<file path="src/rtl/pipeline_pkg.sv">
// Shared pipeline definitions: fetch FSM states, IF/ID payload and fetch constants.
package pipeline_pkg;

  typedef enum logic [1:0] {
    ISSUE = 2'd0,
    WAIT  = 2'd1,
    HOLD  = 2'd2,
    DROP  = 2'd3
  } fetch_state_e;

  // addi x0,x0,0 -- placed in IF/ID for bubbles and flushes
  localparam logic [31:0] NOP_INSTR        = 32'h0000_0013;
  localparam logic [31:0] RESET_PC_DEFAULT = 32'h0000_0000;

  typedef struct packed {
    logic [31:0] instr;
    logic [31:0] pc;
    logic        valid;
  } if_id_t;

  // Sequential fetch address; wraps modulo 2^32
  function automatic logic [31:0] pc_step(input logic [31:0] pc);
    return pc + 32'd4;
  endfunction

endpackage

</file>
<file path="src/rtl/fetch_stage_if.sv">
// Instruction-memory request/response bundle between the fetch stage and memory.
interface fetch_stage_if;

  logic        imem_req;
  logic [31:0] imem_addr;
  logic        imem_rvalid;
  logic [31:0] imem_rdata;

  // Fetch stage side
  modport master (
    output imem_req,
    output imem_addr,
    input  imem_rvalid,
    input  imem_rdata
  );

  // Memory side
  modport slave (
    input  imem_req,
    input  imem_addr,
    output imem_rvalid,
    output imem_rdata
  );

endinterface

</file>
<file path="src/rtl/fetch_stage.sv">
// IF stage: PC register, single-outstanding imem FSM, one-entry hold buffer, IF/ID register.
module fetch_stage #(
  parameter logic [31:0] RESET_PC  = pipeline_pkg::RESET_PC_DEFAULT,
  parameter logic [31:0] NOP_INSTR = pipeline_pkg::NOP_INSTR
) (
  input  logic           clk,
  input  logic           rst_n,
  input  logic           pc_enable,
  input  logic           IF_ID_enable,
  input  logic           IF_ID_flush,
  input  logic           redirect,
  input  logic [31:0]    redirect_pc,
  fetch_stage_if.master  imem,
  output logic [31:0]    pc_F,
  output logic [31:0]    instr_D,
  output logic [31:0]    pc_D,
  output logic           valid_D,
  output logic           fetch_bubble
);

  import pipeline_pkg::*;

  fetch_state_e r_state;
  fetch_state_e w_state_nxt;
  logic [31:0]  r_pc_f;
  logic [31:0]  w_pc_nxt;
  logic [31:0]  r_hold_instr;
  logic [31:0]  r_hold_pc;
  logic         w_capture;
  if_id_t       r_if_id;
  logic         r_fetch_bubble;

  logic         w_stall;
  logic         w_avail;
  logic         w_deliver;
  logic [31:0]  w_dlv_instr;
  logic [31:0]  w_dlv_pc;

  assign w_stall   = !(pc_enable && IF_ID_enable);
  assign w_deliver = w_avail && !w_stall && !redirect;

  // A request goes out only from ISSUE, never while a redirect is changing the PC,
  // and is held low while the stage sits in reset.
  assign imem.imem_req  = (r_state == ISSUE) && !redirect && rst_n;
  assign imem.imem_addr = r_pc_f;

  assign pc_F         = r_pc_f;
  assign instr_D      = r_if_id.instr;
  assign pc_D         = r_if_id.pc;
  assign valid_D      = r_if_id.valid;
  assign fetch_bubble = r_fetch_bubble;

  // Select the instruction available this cycle: a fresh response or the hold buffer
  always_comb begin
    w_avail     = 1'b0;
    w_dlv_instr = imem.imem_rdata;
    w_dlv_pc    = r_pc_f;
    case (r_state)
      WAIT: begin
        w_avail = imem.imem_rvalid;
      end
      HOLD: begin
        w_avail     = 1'b1;
        w_dlv_instr = r_hold_instr;
        w_dlv_pc    = r_hold_pc;
      end
      default: begin
        w_avail = 1'b0;
      end
    endcase
  end

  // Fetch FSM next state and PC update; redirect always wins over stall
  always_comb begin
    w_state_nxt = r_state;
    w_pc_nxt    = r_pc_f;
    w_capture   = 1'b0;
    case (r_state)
      ISSUE: begin
        if (redirect) begin
          w_pc_nxt = redirect_pc;
        end else begin
          w_state_nxt = WAIT;
        end
      end
      WAIT: begin
        if (imem.imem_rvalid) begin
          if (redirect) begin
            w_pc_nxt    = redirect_pc;
            w_state_nxt = ISSUE;
          end else if (!w_stall) begin
            w_pc_nxt    = pc_step(r_pc_f);
            w_state_nxt = ISSUE;
          end else begin
            w_capture   = 1'b1;
            w_state_nxt = HOLD;
          end
        end else if (redirect) begin
          // Response still in flight: it must be absorbed before re-requesting
          w_pc_nxt    = redirect_pc;
          w_state_nxt = DROP;
        end else begin
          w_state_nxt = WAIT;
        end
      end
      HOLD: begin
        if (redirect) begin
          w_pc_nxt    = redirect_pc;
          w_state_nxt = ISSUE;
        end else if (!w_stall) begin
          w_pc_nxt    = pc_step(r_pc_f);
          w_state_nxt = ISSUE;
        end else begin
          w_state_nxt = HOLD;
        end
      end
      DROP: begin
        if (imem.imem_rvalid) begin
          w_state_nxt = ISSUE;
          if (redirect) begin
            w_pc_nxt = redirect_pc;
          end else begin
            w_pc_nxt = r_pc_f;
          end
        end else if (redirect) begin
          w_pc_nxt = redirect_pc;
        end else begin
          w_state_nxt = DROP;
        end
      end
      default: begin
        w_state_nxt = ISSUE;
      end
    endcase
  end

  // FSM state, PC and hold-buffer registers
  always_ff @(posedge clk or negedge rst_n) begin
    if (!rst_n) begin
      r_state      <= ISSUE;
      r_pc_f       <= RESET_PC;
      r_hold_instr <= 32'h0000_0000;
      r_hold_pc    <= 32'h0000_0000;
    end else begin
      r_state <= w_state_nxt;
      r_pc_f  <= w_pc_nxt;
      if (w_capture) begin
        r_hold_instr <= imem.imem_rdata;
        r_hold_pc    <= r_pc_f;
      end
    end
  end

  // IF/ID register: flush/redirect, then hold, then deliver, else latency bubble
  always_ff @(posedge clk or negedge rst_n) begin
    if (!rst_n) begin
      r_if_id.instr  <= NOP_INSTR;
      r_if_id.pc     <= 32'h0000_0000;
      r_if_id.valid  <= 1'b0;
      r_fetch_bubble <= 1'b0;
    end else if (IF_ID_flush || redirect) begin
      r_if_id.instr  <= NOP_INSTR;
      r_if_id.valid  <= 1'b0;
      r_fetch_bubble <= 1'b0;
    end else if (!IF_ID_enable) begin
      r_fetch_bubble <= 1'b0;
    end else if (w_deliver) begin
      r_if_id.instr  <= w_dlv_instr;
      r_if_id.pc     <= w_dlv_pc;
      r_if_id.valid  <= 1'b1;
      r_fetch_bubble <= 1'b0;
    end else begin
      r_if_id.instr  <= NOP_INSTR;
      r_if_id.valid  <= 1'b0;
      r_fetch_bubble <= 1'b1;
    end
  end

endmodule
</file>
<file path="src/flat_wrapper.sv">
// flat-port wrapper written by rule: the top's interface ports become plain ports
module fetch_stage_flat import pipeline_pkg::*;
#(
  parameter logic [31:0] RESET_PC  = pipeline_pkg::RESET_PC_DEFAULT,
  parameter logic [31:0] NOP_INSTR = pipeline_pkg::NOP_INSTR
)
  (clk, rst_n, pc_enable, IF_ID_enable, IF_ID_flush, redirect, redirect_pc, pc_F, instr_D, pc_D, valid_D, fetch_bubble, imem_imem_req, imem_imem_addr, imem_imem_rvalid, imem_imem_rdata);
  fetch_stage_if imem_i ();
  input  logic clk;
  input  logic rst_n;
  input  logic pc_enable;
  input  logic IF_ID_enable;
  input  logic IF_ID_flush;
  input  logic redirect;
  input  logic [31:0] redirect_pc;
  output logic [31:0] pc_F;
  output logic [31:0] instr_D;
  output logic [31:0] pc_D;
  output logic valid_D;
  output logic fetch_bubble;
  output wire logic [$bits(imem_i.imem_req)-1:0] imem_imem_req;
  output wire logic [$bits(imem_i.imem_addr)-1:0] imem_imem_addr;
  input wire logic [$bits(imem_i.imem_rvalid)-1:0] imem_imem_rvalid;
  input wire logic [$bits(imem_i.imem_rdata)-1:0] imem_imem_rdata;
  assign imem_imem_req = imem_i.imem_req;
  assign imem_imem_addr = imem_i.imem_addr;
  assign imem_i.imem_rvalid = imem_imem_rvalid;
  assign imem_i.imem_rdata = imem_imem_rdata;
  fetch_stage #(.RESET_PC(RESET_PC), .NOP_INSTR(NOP_INSTR)) u_core (.clk(clk), .rst_n(rst_n), .pc_enable(pc_enable), .IF_ID_enable(IF_ID_enable), .IF_ID_flush(IF_ID_flush), .redirect(redirect), .redirect_pc(redirect_pc), .imem(imem_i), .pc_F(pc_F), .instr_D(instr_D), .pc_D(pc_D), .valid_D(valid_D), .fetch_bubble(fetch_bubble));
endmodule
</file>
<file path="config.mk">
export PLATFORM = sky130hd
export DESIGN_NAME = fetch_stage_flat
export DESIGN_NICKNAME = d
export VERILOG_FILES = /design/src/rtl/pipeline_pkg.sv /design/src/rtl/fetch_stage_if.sv /design/src/rtl/fetch_stage.sv /design/src/flat_wrapper.sv
export SDC_FILE = /design/constraint.sdc
export NUM_CORES = 1
export LEC_CHECK = 0
export BUFFER_PORTS_ARGS = -buffer_cell sky130_fd_sc_hd__buf_2
export CELL_PAD_IN_SITES_DETAIL_PLACEMENT = 1
export CELL_PAD_IN_SITES_GLOBAL_PLACEMENT = 2
export CORE_UTILIZATION = 34
export CTS_CLUSTER_DIAMETER = 40
export DETAILED_ROUTE_END_ITERATION = 7
export PLACE_DENSITY_LB_ADDON = 0.1
export REMOVE_ABC_BUFFERS = 1
export SKIP_CTS_REPAIR_TIMING = 1
export SLEW_MARGIN = 40
export SYNTH_ARGS = -nofsm -noshare
export SYNTH_HDL_FRONTEND = slang
export SYNTH_SLANG_ARGS = --single-unit
export TNS_END_PERCENT = 20
</file>
<file path="constraint.sdc">
create_clock -name clk -period 2.55 [get_ports clk]
set_clock_uncertainty 0.2 [all_clocks]
set_input_delay 0.3825 -clock clk [delete_from_list [all_inputs] [get_ports clk]]
set_output_delay 0.3825 -clock clk [all_outputs]
set_load 0.005 [all_outputs]
</file>
# After elaboration in Yosys (flattened, before gate mapping)
# Cells that the tools add are included.
totals:
  regBits: 164
  latchBits: 0
  ram_bits: 0
  romBits: 0
  in_bits: 71
  wordCells: 56
  memories: 0
classes:
  addsub: 1
  n_mul: 0
  n_div: 0
  magnitude_cmp: 0
  eq_ne: 5
  shifts: 0
  muxes: 29
  bitwise_logic: 1
  reduce_logical: 12
ops:
  columns: ["op", "n"]
  rows:
  - ["32-bit two-way mux", 9]
  - ["32-bit case mux with 3 select lines", 1]
  - ["65-bit two-way mux", 1]
  - ["32-bit by 3-bit adder with 32-bit output, second input constant", 1]
  - ["2-bit two-way mux", 7]
  - ["1-bit two-way mux", 9]
  - ["2-bit case mux with 4 select lines", 1]
  - ["1-bit logical AND", 5]
  - ["2-bit equality test, second input constant", 2]
  - ["3-bit inequality test, second input constant", 1]
  - ["3-bit AND reduction", 1]
  - ["2-bit by 1-bit equality test with 1-bit output, second input constant", 1]
  - ["2-bit logical NOT", 1]
  - ["2-bit inequality test, second input constant", 1]
  - ["1-bit case mux with 2 select lines", 1]
  - ["2-bit AND reduction", 1]
  - ["2-bit nonzero test", 1]
  - ["2-bit OR reduction", 1]
  - ["1-bit logical NOT", 1]
  - ["1-bit logical OR", 1]
  - ["1-bit inverter", 1]

# Longest topological paths before layout
depth:
  depth_word: 7
  mapped_depth: 10
  depth_no_buf: 7

# Worst setup path before layout
# OpenSTA, ideal clock, no wires.
synth_timing:
  path_kind: "register to register"
  start: "register u_core.r_state[0]"
  end: "register u_core.r_if_id, in the netlist u_core.pc_D[14]"
  arrival_time_ns: 1.925
  required_ns: 2.228
  slack_ns: 0.303
  path_stages_with_launch: 10
  path_buffers: 2
  path_cell_list: "dfrtp_1 > inv_1 > ha_1 > inv_1 > or4_4 > or2_4 > buf_6 > buf_6 > nand2_1 > o21ai_1"
synth_between:
  elab_chain_len: 5
  elab_cells_between_ends: 7
synth_lines:
  columns: ["item", "line_no", "source"]
  rows:
  - ["from (decl)", "fetch_stage.sv:23", "fetch_state_e r_state;"]
  - ["from (signal assigned)", "fetch_stage.sv:145", "r_state <= w_state_nxt;"]
  - ["2-bit equality test / 2-bit by 1-bit equality test with 1-bit output (equally long branches)", "fetch_stage.sv:58", "case (r_state)"]
  - ["1-bit case mux with 2 select lines", "fetch_stage.sv:58", null]
  - ["1-bit logical AND (2 in a row)", "fetch_stage.sv:40", "assign w_deliver = w_avail && !w_stall && !redirect;"]
  - ["3-bit AND reduction (no line)", null, null]
  - ["to (decl)", "fetch_stage.sv:30", "if_id_t r_if_id;"]
# Parallel ways exist; a longest one is shown, timed or not.
# A chain may end at the register's enable or synchronous reset.

# Final worst setup path
layout_timing:
  start: "register u_core.r_state[0]"
  end: "register u_core.r_if_id, in the netlist u_core.pc_D[5]"
# The elaborated chain is that of the path after synthesis.

==> results.md <==
* Drt first pass iters at 4
* Post-synth cell types at 48
* Mapped Cells at between 700 and 800
* Final Hold Fails at 0
* Critical Path Start Type: flip-flop
* Port-buffer cells at 201
* DRC at 0
* Initial Utilization at 0.346
* Async S/R FF share, synth at 1.00
* Num ports at around 200
* Period utilisation layout at 0.951
* Initial antenna violation count at 0
* DRT Wirelength at 22.7 mm
* GR Overflow Total at 0
* Total Routing Usage GR at 0.191
* CP endpoint kind: flip-flop
* Seq cells post-synth at 164
* CTS root buf: clkbuf_16
* Worst EP required at 2.66 ns
* Max Cap Viol at 0
* Final setup fails at 0
* Clock latency on the worst-skew pair at 0.43 ns
* Final min period at between 2 and 2.5 ns
* Die height at 157 µm
* Setup CP Type: reg -> reg
* Vias in the first global route at 6488
* Reg clk slew, reported paths at 0.07 ns
* CTS Buf Count at 17
* Via density at 4.95
* Finished Core Util at 0.441
* Yosys warning total at 0
* Antenna Diode Count at 0
* Commonest non-fill, non-tap cell in the layout: buf_2
* Pwr Density at 1080 mW/mm²
* Setup ws final at between 0.1 and 0.15 ns
* CTS sink count at 164
* Least-Margin Pin Slew at 0.681 ns
* Max frequency at 0.412 GHz
* Number of synthesized flops with an enable pin at 0
* Post-DP HPWL at 15.6 mm
* Die X at approximately 160 µm
* Row cnt at 56
* Layout fillers at between 2000 and 3000
* 1st-iter DRT viols at 171
* Crit path max fanout at 25
* RSZ-0062 raised after global routing: false
* Clock Tree Buf Depth at 2
* Final setup TNS at 0 ns
* Post-DP Area at 0.00945 mm²
* Max VDD drop at ~400 µV
* Post-synth top flop: dfrtp_1
* DRT antenna net count at 0
* Htree depth at 4
* Layout cells sized above 1 at 0.446
* Routed vias at 6195
* Min-delay worst type: in -> reg
* Final nets at 995
* Crit path DAT at 2.53 ns
* Pleak at 4.91 nW
* Max transition margin at 0.546
* Largest net degree at the start of global routing at around 130
* Max Slew Vio Count at 0
* Gpl congestion at 0.765
* Worst slack at placement at 0.0846 ns
* Die footprint at around 0.025 mm²
* CTS tree: done
* Synthesis-to-finish area growth at 27.3%
* Syn Area/Cell at 11.4 µm²
* Seq/Total Area, Yosys at 0.505
* Core footprint at 0.0235 mm²
* WL/cell at 18.2 µm
* Fin area at between 0.01 and 0.015 mm²
* Commonest cells after routing, fill and taps aside: buf_2, dfrtp_1, mux2i_1, mux2_2, nand2_1
* First-pass GRT wire length at 35.8 mm
* Mapped cell area at 0.00813 mm²
* Outcome: finished clean
[sequential cells by signal, summed over array words and instances, names as in the netlist]
signal	flops
u_core.instr_D	32
u_core.imem.imem_addr	32
u_core.r_hold_instr	32
u_core.pc_D	32
u_core.r_state	2
u_core.r_hold_pc	32
u_core.valid_D	1
u_core.fetch_bubble	1
[synth_stat cells (4+ instances only)]
library cell  number  area (µm²)
dfrtp_1          161        4030
mux2i_1           90         901
mux2_2            77         867
nand2_1           74         278
o21ai_2           37         324
buf_4             32         240
nor2_1            31         116
a21oi_1           23         115
o21ai_1           20         100
clkbuf_1          19        71.3
o21ai_0           17        85.1
buf_2             13        65.1
nand3_1           13        65.1
o22ai_1           12        75.1
nand4_1           11        68.8
inv_1              9        33.8
buf_6              8        90.1
a31oi_1            7        43.8
ha_1               5        62.6
nor3_1             5        25.0
o31ai_1            4        30.0
or4_1              4        30.0
[worst paths after layout]
kind / from / endpoint / slack, ns / depth (start not counted)
setup / recovery: u_core.r_state[0] / u_core.pc_D[5] / 0.13 / 8
hold / removal: imem_imem_rdata[3] / u_core.r_hold_instr[3] / 0.003 / 2
setup reg to reg: u_core.r_state[0] / u_core.pc_D[5] / 0.13 / 8
hold reg to reg: u_core.pc_D[7] / u_core.pc_D[7] / 0.27 / 2
max in group asynchronous: rst_n / u_core.r_hold_pc[7] / 1.10 / 4
min in group asynchronous: rst_n / u_core.imem.imem_addr[15] / 0.29 / 3
[metal layers]
layer  part of all wire  vias to the layer above  routed length (µm)  track usage
li1                   -                     2942                   -            -
met1               0.47                     3098               10600        0.246
met2               0.48                      131               11000        0.320
met3              0.034                       24                 776       0.0343
met4              0.016                        0                 353       0.0677
met5                  0                        -                   0            0
[logic make-up after synthesis]
kind of cell	after synthesis	synth area share
flops	164	0.505
simple gates	159	0.0982
buf+inv	83	0.0625
mux	167	0.217
compound gates	134	0.109
fa+ha+maj	5	0.00769
[area by class of cell]
type	count	area, µm²	area share
multi-input cells	466	3560	0.344
flip-flops and latches	164	4110	0.397
well taps	319	399	0.0386
clock inverters	14	209	0.0202
repair buffers	261	1600	0.154
clock buffers	18	439	0.0424
inverters	9	33.8	0.00326
[stage by stage]
step                hold slack (ns)  total power [mW]  cells
floorplan                    -0.113              6.43    638
global placement              0.257              8.12   1194
detailed placement            0.262              8.32   1194
CTS                          -0.132              11.2   1226
global route                0.00153              11.8   1251
finish                      0.00253              11.1   1251
[where the power goes]
group / internal, mW / switching, mW / total (mW)
registers: 3.52 / 0.746 / 4.26
logic: 1.94 / 2.03 / 3.97
clock network: 1.70 / 1.19 / 2.89
total: 7.16 / 3.97 / 11.1
[critical path, cell delays in order (launching register included)]
cell and delay (ns):
dfrtp_1 0.35, inv_1 0.08, ha_1 0.33, inv_1 0.07
or4_4 0.56, or2_4 0.36, buf_12 0.19, nand2_1 0.10
o21ai_2 0.05
Power figures use the tool's default switching activity.
